[config.mk]
export PLATFORM = sky130hd
export DESIGN_NAME = ifetch_queue_flat
export DESIGN_NICKNAME = d
export VERILOG_FILES = /design/src/rtl/ifetch_queue_if.sv /design/src/rtl/ifetch_queue.sv /design/src/flat_wrapper.sv
export SDC_FILE = /design/constraint.sdc
export NUM_CORES = 1
export LEC_CHECK = 0
export CAP_MARGIN = 0
export CORE_UTILIZATION = 55
export CTS_CLUSTER_DIAMETER = 100
export DETAILED_ROUTE_END_ITERATION = 8
export PLACE_DENSITY = 0.83
export SLEW_MARGIN = 10
export SYNTH_ARGS = -nofsm -noshare
export SYNTH_HDL_FRONTEND = slang
export SYNTH_SLANG_ARGS = --single-unit
[constraint.sdc]
create_clock -name clk -period 4.2 [get_ports clk]
set_input_delay 0.84 -clock clk [delete_from_list [all_inputs] [get_ports clk]]
set_output_delay 0.84 -clock clk [all_outputs]
set_load 0.02 [all_outputs]
[src/rtl/ifetch_queue_if.sv]
// Bundle of memory, decode, redirect and statistics signals for ifetch_queue.
// master = fetch unit side, slave = environment (memory / decode / branch unit).
interface ifetch_queue_if;
  logic        mem_req;
  logic [31:0] mem_addr;
  logic        mem_gnt;
  logic        mem_rvalid;
  logic [31:0] mem_rdata;
  logic        dec_valid;
  logic [31:0] dec_instr;
  logic [31:0] dec_pc;
  logic        dec_ready;
  logic        br_valid;
  logic [31:0] br_pc;
  logic [4:0]  br_offset;
  logic [31:0] stat_fetched;
  logic [31:0] stat_flushed;

  modport master (
    output mem_req, mem_addr,
    input  mem_gnt, mem_rvalid, mem_rdata,
    output dec_valid, dec_instr, dec_pc,
    input  dec_ready,
    input  br_valid, br_pc, br_offset,
    output stat_fetched, stat_flushed
  );

  modport slave (
    input  mem_req, mem_addr,
    output mem_gnt, mem_rvalid, mem_rdata,
    input  dec_valid, dec_instr, dec_pc,
    output dec_ready,
    output br_valid, br_pc, br_offset,
    input  stat_fetched, stat_flushed
  );
endinterface

[src/rtl/ifetch_queue.sv]
// Instruction fetch stage: single-outstanding memory fetch, {pc, instr} FIFO to decode,
// PC-relative redirect with flush. Optional statistics counters enabled by IFETCH_STATS_EN.
module ifetch_queue #(
  parameter int          DEPTH    = 4,
  parameter logic [31:0] RESET_PC = 32'h0000_0000
) (
  input logic            clk,
  input logic            rst_n,
  ifetch_queue_if.master bus_io
);
  localparam int PTR_W = $clog2(DEPTH);
  localparam int CNT_W = PTR_W + 1;
  localparam logic [CNT_W-1:0] FULL = CNT_W'(DEPTH);

  typedef enum logic [1:0] {IDLE, WAIT, DISCARD} state_e;

  state_e           state_q, state_d;
  logic [31:0]      fetch_pc_q, fetch_pc_d;
  logic [31:0]      req_pc_q, req_pc_d;
  logic [CNT_W-1:0] count_q, count_d;
  logic [PTR_W-1:0] rd_ptr_q, rd_ptr_d;
  logic [PTR_W-1:0] wr_ptr_q, wr_ptr_d;
  logic [31:0]      dec_pc_q, dec_pc_d;
  logic [31:0]      dec_instr_q, dec_instr_d;
  logic [31:0]      pc_mem    [DEPTH];
  logic [31:0]      instr_mem [DEPTH];

  logic [31:0]      br_target;
  logic             req;
  logic             push;
  logic             pop;
  logic             drop_inflight;
  logic             dec_valid;
  logic [PTR_W-1:0] head_idx;
  logic [CNT_W-1:0] remain;

  assign br_target = bus_io.br_pc + {{27{bus_io.br_offset[4]}}, bus_io.br_offset};
  assign dec_valid = (count_q != '0) & ~bus_io.br_valid;
  assign pop       = dec_valid & bus_io.dec_ready;

  // Request gating includes rst_n so the bus stays quiet while reset is held
  always_comb begin
    state_d       = state_q;
    fetch_pc_d    = fetch_pc_q;
    req_pc_d      = req_pc_q;
    req           = 1'b0;
    push          = 1'b0;
    drop_inflight = 1'b0;
    case (state_q)
      IDLE: begin
        req = rst_n & ~bus_io.br_valid & (count_q < FULL);
        if (req && bus_io.mem_gnt) begin
          req_pc_d   = fetch_pc_q;
          fetch_pc_d = fetch_pc_q + 32'd1;
          state_d    = WAIT;
        end
      end
      WAIT: begin
        if (bus_io.br_valid) begin
          drop_inflight = 1'b1;
          state_d       = bus_io.mem_rvalid ? IDLE : DISCARD;
        end else if (bus_io.mem_rvalid) begin
          push    = 1'b1;
          state_d = IDLE;
        end
      end
      DISCARD: begin
        if (bus_io.mem_rvalid) state_d = IDLE;
      end
      default: state_d = IDLE;
    endcase
    if (bus_io.br_valid) fetch_pc_d = br_target;
  end

  always_ff @(posedge clk or negedge rst_n) begin
    if (!rst_n) begin
      state_q    <= IDLE;
      fetch_pc_q <= RESET_PC;
      req_pc_q   <= '0;
    end else begin
      state_q    <= state_d;
      fetch_pc_q <= fetch_pc_d;
      req_pc_q   <= req_pc_d;
    end
  end

  assign head_idx = rd_ptr_q + PTR_W'(pop);
  assign remain   = count_q - CNT_W'(pop);

  // The dec_* registers always hold the next head, so decode sees registered data
  always_comb begin
    count_d     = count_q;
    rd_ptr_d    = rd_ptr_q;
    wr_ptr_d    = wr_ptr_q;
    dec_pc_d    = dec_pc_q;
    dec_instr_d = dec_instr_q;
    if (bus_io.br_valid) begin
      count_d  = '0;
      rd_ptr_d = '0;
      wr_ptr_d = '0;
    end else begin
      if (pop)  rd_ptr_d = rd_ptr_q + PTR_W'(1);
      if (push) wr_ptr_d = wr_ptr_q + PTR_W'(1);
      count_d = count_q + CNT_W'(push) - CNT_W'(pop);
      if (remain != '0) begin
        dec_pc_d    = pc_mem[head_idx];
        dec_instr_d = instr_mem[head_idx];
      end else if (push) begin
        dec_pc_d    = req_pc_q;
        dec_instr_d = bus_io.mem_rdata;
      end
    end
  end

  always_ff @(posedge clk or negedge rst_n) begin
    if (!rst_n) begin
      count_q     <= '0;
      rd_ptr_q    <= '0;
      wr_ptr_q    <= '0;
      dec_pc_q    <= '0;
      dec_instr_q <= '0;
    end else begin
      count_q     <= count_d;
      rd_ptr_q    <= rd_ptr_d;
      wr_ptr_q    <= wr_ptr_d;
      dec_pc_q    <= dec_pc_d;
      dec_instr_q <= dec_instr_d;
    end
  end

  always_ff @(posedge clk) begin
    if (push) begin
      pc_mem[wr_ptr_q]    <= req_pc_q;
      instr_mem[wr_ptr_q] <= bus_io.mem_rdata;
    end
  end

`ifdef IFETCH_STATS_EN
  logic [31:0] fetched_q, fetched_d;
  logic [31:0] flushed_q, flushed_d;

  // A redirect discards every queued entry plus the in-flight response if one is dropped
  always_comb begin
    fetched_d = fetched_q;
    flushed_d = flushed_q;
    if (push) fetched_d = fetched_q + 32'd1;
    if (bus_io.br_valid) flushed_d = flushed_q + 32'(count_q) + 32'(drop_inflight);
  end

  always_ff @(posedge clk or negedge rst_n) begin
    if (!rst_n) begin
      fetched_q <= '0;
      flushed_q <= '0;
    end else begin
      fetched_q <= fetched_d;
      flushed_q <= flushed_d;
    end
  end

  assign bus_io.stat_fetched = fetched_q;
  assign bus_io.stat_flushed = flushed_q;
`else
  assign bus_io.stat_fetched = 32'd0;
  assign bus_io.stat_flushed = 32'd0;
`endif

  assign bus_io.mem_req   = req;
  assign bus_io.mem_addr  = fetch_pc_q;
  assign bus_io.dec_valid = dec_valid;
  assign bus_io.dec_pc    = dec_pc_q;
  assign bus_io.dec_instr = dec_instr_q;

endmodule

[src/flat_wrapper.sv]
// flat-port wrapper written by rule: the top's interface ports become plain ports
module ifetch_queue_flat 
#(
  parameter int          DEPTH    = 4,
  parameter logic [31:0] RESET_PC = 32'h0000_0000
)
  (clk, rst_n, bus_io_mem_req, bus_io_mem_addr, bus_io_mem_gnt, bus_io_mem_rvalid, bus_io_mem_rdata, bus_io_dec_valid, bus_io_dec_instr, bus_io_dec_pc, bus_io_dec_ready, bus_io_br_valid, bus_io_br_pc, bus_io_br_offset, bus_io_stat_fetched, bus_io_stat_flushed);
  ifetch_queue_if bus_io_i ();
  input logic clk;
  input logic rst_n;
  output wire logic [$bits(bus_io_i.mem_req)-1:0] bus_io_mem_req;
  output wire logic [$bits(bus_io_i.mem_addr)-1:0] bus_io_mem_addr;
  input wire logic [$bits(bus_io_i.mem_gnt)-1:0] bus_io_mem_gnt;
  input wire logic [$bits(bus_io_i.mem_rvalid)-1:0] bus_io_mem_rvalid;
  input wire logic [$bits(bus_io_i.mem_rdata)-1:0] bus_io_mem_rdata;
  output wire logic [$bits(bus_io_i.dec_valid)-1:0] bus_io_dec_valid;
  output wire logic [$bits(bus_io_i.dec_instr)-1:0] bus_io_dec_instr;
  output wire logic [$bits(bus_io_i.dec_pc)-1:0] bus_io_dec_pc;
  input wire logic [$bits(bus_io_i.dec_ready)-1:0] bus_io_dec_ready;
  input wire logic [$bits(bus_io_i.br_valid)-1:0] bus_io_br_valid;
  input wire logic [$bits(bus_io_i.br_pc)-1:0] bus_io_br_pc;
  input wire logic [$bits(bus_io_i.br_offset)-1:0] bus_io_br_offset;
  output wire logic [$bits(bus_io_i.stat_fetched)-1:0] bus_io_stat_fetched;
  output wire logic [$bits(bus_io_i.stat_flushed)-1:0] bus_io_stat_flushed;
  assign bus_io_mem_req = bus_io_i.mem_req;
  assign bus_io_mem_addr = bus_io_i.mem_addr;
  assign bus_io_i.mem_gnt = bus_io_mem_gnt;
  assign bus_io_i.mem_rvalid = bus_io_mem_rvalid;
  assign bus_io_i.mem_rdata = bus_io_mem_rdata;
  assign bus_io_dec_valid = bus_io_i.dec_valid;
  assign bus_io_dec_instr = bus_io_i.dec_instr;
  assign bus_io_dec_pc = bus_io_i.dec_pc;
  assign bus_io_i.dec_ready = bus_io_dec_ready;
  assign bus_io_i.br_valid = bus_io_br_valid;
  assign bus_io_i.br_pc = bus_io_br_pc;
  assign bus_io_i.br_offset = bus_io_br_offset;
  assign bus_io_stat_fetched = bus_io_i.stat_fetched;
  assign bus_io_stat_flushed = bus_io_i.stat_flushed;
  ifetch_queue #(.DEPTH(DEPTH), .RESET_PC(RESET_PC)) u_core (.clk(clk), .rst_n(rst_n), .bus_io(bus_io_i));
endmodule
# Word level (Yosys, flattened, before mapping)
# Memory sizes are Yosys's and may differ from the RTL's.
# Cells that the tools add are included.
classes:
  n_reduce_logical: 12
  bitwise: 5
  n_addsub: 8
  muxes: 23
  eq_ne: 3
  n_lt_le_gt_ge: 1
ops:
  columns: ["op", "n"]
  rows:
  - ["32-bit 2-to-1 mux", 7]
  - ["32-bit by 1-bit adder with 32-bit output, second input constant", 1]
  - ["32-bit adder", 1]
  - ["2-bit 2-to-1 mux", 8]
  - ["2-bit nonzero test", 5]
  - ["1-bit 2-to-1 mux", 6]
  - ["2-bit one-hot mux with 3 select lines", 1]
  - ["2-bit AND reduction", 3]
  - ["3-bit nonzero test", 2]
  - ["3-bit by 1-bit subtractor with 3-bit output", 2]
  - ["2-bit by 1-bit adder with 2-bit output, second input constant", 2]
  - ["1-bit bitwise AND", 4]
  - ["3-bit by 1-bit adder with 3-bit output", 1]
  - ["3-bit < comparator, second input constant", 1]
  - ["3-bit 2-to-1 mux", 1]
  - ["2-bit by 1-bit adder with 2-bit output", 1]
  - ["2-bit by 1-bit == test with 1-bit output, second input constant", 1]
  - ["2-bit == test, second input constant", 1]
  - ["2-bit logical NOT", 1]
  - ["2-bit by 1-bit != test with 1-bit output, second input constant", 1]
  - ["1-bit logical AND", 1]
  - ["1-bit inverter", 1]
totals:
  reg_bits: 137
  ramBits: 256
  out_inout_bits: 162
  inputBits: 75
  mem_count: 2
mem_list:
  columns: ["memory", "words", "word_bits", "rd", "rd_clocked_by_memory_dff", "wr", "line", "source"]
  rows:
  - ["u_core.instr_mem", 4, 32, 1, 0, 1, "ifetch_queue.sv:26", "logic [31:0] instr_mem [DEPTH];"]
  - ["u_core.pc_mem", 4, 32, 1, 0, 1, "ifetch_queue.sv:25", "logic [31:0] pc_mem [DEPTH];"]

# Depth between registers and ports, before layout
# Gate-level depths: netlist of run 1.
logic_depth:
  ltp_word: 7
  mapped_depth: 14

# Least setup slack after synthesis of run 1
# OpenSTA, ideal clock, no wires.
synth_path:
  path_type: "input port to flip-flop"
  startpoint: "in bus_io_br_valid"
  endpoint: "reg u_core.dec_instr_q[0], in the netlist u_core.bus_io.dec_instr[0]"
  arrival_ps: 3736
  stages: 11
  slack_ps: 332
  t_required_ps: 4068
  path_cell_list: "buf_2 -> clkbuf_1 -> clkbuf_1 -> buf_1 -> nor2_1 -> ha_1 -> buf_2 -> buf_1 -> mux4_2 -> a22oi_1 -> o21ai_1"
synth_via:
  elab_chain_cells: 7
  word_cells_on_any_way: 12
synth_lines:
  columns: ["item", "line", "source"]
  rows:
  - ["start, declared", "flat_wrapper.sv:20", "input wire logic [$bits(bus_io_i.br_valid)-1:0] bus_io_br_valid;"]
  - ["1-bit inverter (no line)", null, null]
  - ["1-bit bitwise AND", "ifetch_queue.sv:38", "assign dec_valid = (count_q != '0) & ~bus_io.br_valid;"]
  - ["1-bit bitwise AND", "ifetch_queue.sv:39", "assign pop = dec_valid & bus_io.dec_ready;"]
  - ["3-bit by 1-bit subtractor with 3-bit output", "ifetch_queue.sv:88", "assign remain = count_q - CNT_W'(pop);"]
  - ["3-bit nonzero test", "ifetch_queue.sv:105", "if (remain != '0) begin"]
  - ["2-bit nonzero test (no line)", null, null]
  - ["2-bit AND reduction (no line)", null, null]
  - ["end signal, assigned", "ifetch_queue.sv:127", "dec_instr_q <= dec_instr_d;"]
  - ["end, declared", "ifetch_queue.sv:24", "logic [31:0] dec_instr_q, dec_instr_d;"]
# Parallel ways exist; a longest one is shown, timed or not.
# A chain may end at the register's enable or synchronous reset.

# Worst setup path in the final report of run 1
layout_path:
  startpoint: "in bus_io_br_offset[4]"
  endpoint: "reg u_core.fetch_pc_q[28], in the netlist u_core.bus_io.mem_addr[28]"
layout_via:
  elab_chain_cells: 2
layout_lines:
  columns: ["item", "line", "source"]
  rows:
  - ["start, declared", "flat_wrapper.sv:22", "input wire logic [$bits(bus_io_i.br_offset)-1:0] bus_io_br_offset;"]
  - ["32-bit adder", "ifetch_queue.sv:37", "assign br_target = bus_io.br_pc + {{27{bus_io.br_offset[4]}}, bus_io.br_offset};"]
  - ["32-bit 2-to-1 mux", "ifetch_queue.sv:72", "if (bus_io.br_valid) fetch_pc_d = br_target;"]
  - ["end signal, assigned", "ifetch_queue.sv:82", "fetch_pc_q <= fetch_pc_d;"]
  - ["end, declared", "ifetch_queue.sv:18", "logic [31:0] fetch_pc_q, fetch_pc_d;"]
# Every way passes these cells.

==> metrics, run 1 <==
Fillers=approximately 2100; RSZ-0062 raised after global routing=no; asr flop ratio synth=about a third; Detail Route Antenna Nets=0; syn_area_per_cell=13.5 µm²; Post-CTS Setup Bufs=0; n_diodes=0; port buffer count=172; die area=0.0327 mm²; Post-Synthesis Cells=1299; crit share post-route=80.9%; most instantiated cells after synthesis=edfxtp_1 (256), nand2_1 (201), dfrtp_1 (137), o21ai_1 (73), a22oi_1 (66); Worst IR Drop VDD=0.000366 V; routed len/inst=about 21 µm; register area share after synthesis=roughly 63%; Starting Density=55.8%; most frequent cell after synthesis=edfxtp_1; largest net degree at the start of global routing=87; #FFs+latches synth=393; Detailed Routing Iterations Pass 1=7; class of the worst hold path=input pin to async pin; Final Max Slew Viols=0; H-tree levels=2; Post-Syn Area=0.0176 mm²; vias=between 10000 and 15000; CP Launch Type=input pin; fmax=294 MHz; vias in the first global route=11300; Worst Path Max Fanout=9; first-pass GRT wire length=62.8 mm; r2r startpoint=u_core.count_q[2]; Top-Level Pins=237; clk buf depth=3; critical path class=input pin to flop; routed vias/inst=around 5.9; DRT Wirelength=between 40 and 50 mm; Worst EP required=4.55 ns; Num CTS Buffers=39; GRT Util Overall=24.6%; Core Area=0.0315 mm²; Slew headroom=38.7%; hold_buf cts=0; antenna violations before repair=1; worst reg2reg path depth=10; Finished Layout Cells=1907; top_reg_cell synth=edfxtp_1; Area growth syn-to-layout=19.0%; Clock Sinks=393; CTS tree=built; DR iter-0 viols=1243; Rows=65; Placed Instances=around 1800; final hold vios=0; layout cells sized above 1=11.1%; Least-Margin Pin Slew=0.919 ns; cts repair resizes=0; run status=completed; Max-Cap Viols=0; total power=12.7 mW; setup total negative slack=0 ns; number of enable flip-flop cells after synthesis=256; Final Skew=0.0202 ns; clock latency on the worst-skew pair=0.53 ns; core occupancy in the finished layout=66.4%; critical path data arrival time=3.75 ns; pwr/cell area=just over 600 mW/mm²; largest area contributor in the netlist=edfxtp_1; crit end category=flop; Die W=181 µm; post-layout minimum cycle time=3.40 ns; number of synthesis warnings=0; Final GP Congestion=0.899; clock slew at reported path FFs=around 0.06 ns; WHS=0.275 ns; remaining global-route overflow=0; Post-DP HPWL=roughly 25 mm; static leakage=7.86 nW; # setup viols final=0; nets@finish=1592; CTS root buffer=clkbuf_16; crit path from=bus_io_br_offset[4]; Distinct cells, synth=between 50 and 60; DRC viols=0; top cells by area, synth=edfxtp_1 (44%), dfrtp_1 (20%), mux4_2 (8.2%); share of the synthesized area in the top cell type=a little over two fifths; die height=181 µm
-- area by class of cell --
| type | count | area [µm²] | share of cell area [%] |
|---|---|---|---|
| repair buffers | 197 | 2000 | 9.55 |
| flip-flops and latches | 393 | 11100 | 53.2 |
| clock buffers | 53 | 1080 | 5.17 |
| multi-input cells | 830 | 5970 | 28.6 |
| well taps | 402 | 503 | 2.41 |
| clock inverters | 18 | 185 | 0.886 |
| inverters | 14 | 52.6 | 0.251 |
-- through the flow --
step | setup slack (ns) | area, µm²
after floorplan | 0.332 | 17800
after global placement | 0.391 | 19600
after detailed placement | 0.288 | 19600
after CTS | 0.819 | 20900
after global routing | 0.621 | 20900
final | 0.802 | 20900
-- per-layer routing --
| metal | part of all wire (%) | vias up | wire length, µm | global-route usage, % |
|---|---|---|---|---|
| li1 | - | 5057 | - | - |
| met1 | 42 | 5689 | 16700 | 34.2 |
| met2 | 49 | 484 | 19800 | 41.6 |
| met3 | 7.0 | 68 | 2800 | 3.47 |
| met4 | 1.7 | 2 | 698 | 5.50 |
| met5 | 0.032 | - | 13 | 0 |
-- kinds of logic (layout without fill, tap and decap cells) --
kind of cell               Yosys count  in the layout  share of synthesized area, %
xor gates and xnor gates            54             54                          2.69
other                                1             64                        0.0213
muxes                               70             70                          8.55
DFF                                393            393                          63.3
and+or+nand+nor                    335            335                          8.30
AOI/OAI and AO/OA                  265            265                          9.71
adders and majority gates           42             42                          3.08
buffers and inverters              139            282                          4.37
-- worst paths after layout --
check / end / slack [ns]
max: u_core.bus_io.mem_addr[28] / 0.80
min in group clk: u_core.bus_io.dec_instr[10] / 0.48
min reg2reg: u_core.bus_io.dec_instr[10] / 0.48
min: u_core.bus_io.mem_addr[1] / 0.27
max reg2reg: u_core.bus_io.dec_instr[15] / 1.04
max in group asynchronous: u_core.bus_io.dec_instr[15] / 2.20
-- state kept, by name (all words and copies together) (netlist names) --
signal / cells
u_core.bus_io.dec_instr: 32
u_core.bus_io.dec_pc: 32
u_core.bus_io.mem_addr: 32
u_core.count_q: 3
u_core.instr_mem: 128
u_core.pc_mem: 128
u_core.rd_ptr_q: 2
u_core.req_pc_q: 32
u_core.state_q: 2
u_core.wr_ptr_q: 2
-- worst max-delay path, cell delays in order --
cell and delay, ns:
clkdlybuf4s50_1 0.63, ha_1 0.46, a21o_1 0.20, a221oi_2 0.46
a211o_4 0.25, o21ai_4 0.08, a31oi_4 0.25, o21ai_1 0.15
a311oi_1 0.29, o22ai_1 0.12
-- power breakdown --
| group | internal [mW] | switching (mW) |
|---|---|---|
| logic | 1.72 | 2.08 |
| clock network | 2.05 | 1.41 |
| registers | 4.86 | 0.589 |
| total | 8.63 | 4.07 |
-- layout by cell type (no fill, tap or decap), drive strengths merged, types with 54 or more instances in the layout --
| cell | Yosys | routed |
|---|---|---|
| nor2 | 59 | 59 |
| dfrtp | 137 | 137 |
| a21oi | 54 | 54 |
| edfxtp | 256 | 256 |
| mux4 | 64 | 64 |
| o21ai | 89 | 89 |
| clkdlybuf4s50 | 0 | 170 |
| nand2 | 201 | 201 |
| conb | 1 | 64 |
| a22oi | 66 | 66 |
No activity file was read; power rests on OpenSTA's default activity.
==> inputs of run 2 (changes only) <==
==> constraint.sdc (replaced) <==
create_clock -name clk -period 3.5 [get_ports clk]
set_input_delay 0.7 -clock clk [delete_from_list [all_inputs] [get_ports clk]]
set_output_delay 0.7 -clock clk [all_outputs]
set_load 0.02 [all_outputs]
==> run 2 against run 1 <==
  * Flip-flop and latch count unchanged
  * Register-to-register slack worse by 0.41 ns
  * Highest routed layer is now met4
  * Design area increased by 0.89%
  * Critical path depth increased by 1
  * Global-route usage decreased by 0.16 points
  * Via count up 0.88%
  * Clock power up 11%
  * First-iteration DRC count down 15%
  * Hold slack better by 0.21 ns
  * Worst setup slack lost 0.35 ns
  * Cell count is 1.8% higher
==> metrics, run 2 (synthesized netlist as in run 1, its figures left out) <==
Core Area=0.0315 mm² (unchanged); CP Launch Type=input pin (unchanged); port buffer count=172 (unchanged); clock latency on the worst-skew pair=0.53 ns (about the same); GR Util met3=4.21% (was 3.47%); Least-Margin Pin Slew=1.08 ns (was 0.919 ns); nets@finish=1623 (was 1592); static leakage=7.96 nW (was 7.86 nW); critical path class=input pin to flop (unchanged); commonest non-fill, non-tap cells in the layout=edfxtp_1 (256), nand2_1 (201), clkdlybuf4s50_1 (170) (unchanged); Detailed Routing Iterations Pass 1=6 (was 7); gr busiest metal=met2 (unchanged); vias=11400 (was 11300); WHS=0.483 ns (was 0.275 ns); hold worst-path end=u_core.bus_io.dec_instr[8]; final hold vios=0 (unchanged); fmax=roughly 330 MHz; Max-Cap Viols=0 (unchanged); DRT Wirelength=39.4 mm (was 40.1 mm); die height=181 µm (unchanged); CTS tree=built (unchanged); Slew headroom=28.0% (was 38.7%); R2R Setup Slk=0.63 ns (was 1.04 ns); critical path's largest stage delay=0.43 ns (was 0.63 ns); Starting Density=55.8% (unchanged); Post-CTS Setup Bufs=0 (unchanged); met1 GRT Util=32.6% (was 34.2%); Cell Chain, Critical Path=clkdlybuf4s50_1 > ha_1 > fa_1 > a21o_1 > a221oi_2 > a211o_4 > o21ai_4 > a31oi_4 > o21ai_1 > a311oi_1 > o22ai_1 (was clkdlybuf4s50_1 > ha_1 > a21o_1 > a221oi_2 > a211o_4 > o21ai_4 > a31oi_4 > o21ai_1 > a311oi_1 > o22ai_1); CTS root buffer=clkbuf_16 (unchanged); remaining global-route overflow=0 (unchanged); Post-DP HPWL=25.3 mm (was 25.2 mm); pwr/cell area=710 mW/mm² (was 608 mW/mm²); Die W=181 µm (unchanged); Area growth syn-to-layout=20.1% (was 19.0%); RSZ-0062 raised after global routing=no (unchanged); GR Util met2=41.7% (was 41.6%); min-delay src=u_core.bus_io.dec_instr[8]; total power=15.0 mW (was 12.7 mW); CP top delay family=compound AO/OA/AOI/OAI gates (unchanged); Largest regs=u_core.instr_mem: 128 flops, u_core.pc_mem: 128 flops (unchanged); Final GP Congestion=0.906 (was 0.899); critical path's slowest cell=fa_1 (was clkdlybuf4s50_1); class of the worst hold path=flop to flop (was input pin to async pin); critical path buffer and inverter count=1 (unchanged); die area=0.0327 mm² (unchanged); Num CTS Buffers=39 (unchanged); crit path from=bus_io_br_offset[0] (was bus_io_br_offset[4]); worst reg2reg path depth=8 (was 10); run status=completed (unchanged); clk buf depth=3 (unchanged); # setup viols final=0 (unchanged); Detail Route Antenna Nets=0 (unchanged); largest net degree at the start of global routing=79 (was 87); DR iter-0 viols=1057 (was 1243); critical path data arrival time=3.41 ns (was 3.75 ns); Worst IR Drop VDD=0.000396 V (was 0.000366 V); clock slew at reported path FFs=0.06 ns (about the same); DP Area=0.0199 mm² (was 0.0196 mm²); Clock Sinks=393 (unchanged); vias in the first global route=11500 (was 11300); antenna violations before repair=2 (was 1); Final Skew=0.0214 ns (was 0.0202 ns); Worst EP required=3.87 ns (was 4.55 ns); Critical R2R Capture=u_core.bus_io.dec_pc[8] (was u_core.bus_io.dec_instr[15]); post-layout minimum cycle time=between 3 and 4 ns; DRC viols=0 (unchanged); first-pass GRT wire length=62.5 mm (was 62.8 mm); post-route cell area=0.0211 mm² (was 0.0209 mm²); Worst Path Max Fanout=3 (was 9); routed vias/inst=5.87 (was 5.93); crit share post-route=87.0%; layout cells sized above 1=12.5% (was 11.1%); Fillers=2141 (was 2148); GRT Util Overall=24.5% (was 24.6%); Rows=65 (unchanged); Final Max Slew Viols=0 (unchanged); routed len/inst=20.3 µm (was 21.0 µm); most common cell after layout, fill and taps aside=edfxtp_1 (unchanged); crit end category=flop (unchanged); Top-Level Pins=237 (unchanged); r2r startpoint=u_core.count_q[1] (was u_core.count_q[2]); H-tree levels=2 (unchanged); Min-Delay Path Depth=2
==> run 2: report_power, final <==
| group | switching (mW) | internal [mW] |
|---|---|---|
| registers | 0.727 | 5.83 |
| logic | 2.47 | 2.12 |
| clock network | 1.65 | 2.18 |
==> run 2: how the worst max path moves through the flow <==
stage               depth (start not counted)                    endpoint
floorplan                                  12    u_core.bus_io.dec_pc[21]
detailed placement                         11  u_core.bus_io.mem_addr[28]
finish                                     11  u_core.bus_io.mem_addr[28]
CTS                                        11  u_core.bus_io.mem_addr[28]
global route                               11  u_core.bus_io.mem_addr[28]
global placement                           11  u_core.bus_io.mem_addr[18]
==> run 2: metrics by stage <==
step / setup TNS [ns] / cells / setup WS [ns] / utilization, %
final: 0 / 1941 / 0.456 / 67.0
after global routing: 0 / 1939 / 0.326 / 67.0
after CTS: 0 / 1939 / 0.481 / 67.0
after detailed placement: -0.0704 / 1866 / -0.0559 / 63.3
after global placement: 0 / 1866 / 0.0523 / 63.3
after floorplan: 0 / 1362 / 0.0237 / -
==> run 2: cell type report <==
type / count / area (µm²) / share of cell area, %
flip-flops and latches: 393 / 11100 / 52.7
multi-input cells: 830 / 5970 / 28.3
repair buffers: 228 / 2280 / 10.8
clock buffers: 57 / 1050 / 4.99
well taps: 402 / 503 / 2.38
clock inverters: 15 / 109 / 0.516
inverters: 14 / 52.6 / 0.249
diodes: 2 / 5.00 / 0.0237
==> run 2: routing by layer <==
metal | wire length [µm] | share of wire [%]
met5 | 0 | 0
met4 | 826 | 2.1
met3 | 3300 | 8.4
met2 | 19600 | 50
met1 | 15600 | 40
==> run 2: what timing repair did <==
| action | in CTS | in global routing |
|---|---|---|
| hold endpoints to repair | 2 | 0 |
| hold buffers | 1 | 0 |
| gates resized for setup | 0 | 0 |
| setup endpoints to repair | 0 | 0 |
==> run 2: worst register-to-register path: stages, from the launching register on <==
cell,delay (ns)
dfrtp_1,0.44
nor3_1,0.32
nand2b_1,0.20
nor2_1,0.11
ha_4,0.32
buf_4,0.35
mux4_2,0.57
a22oi_1,0.30
o21ai_1,0.10
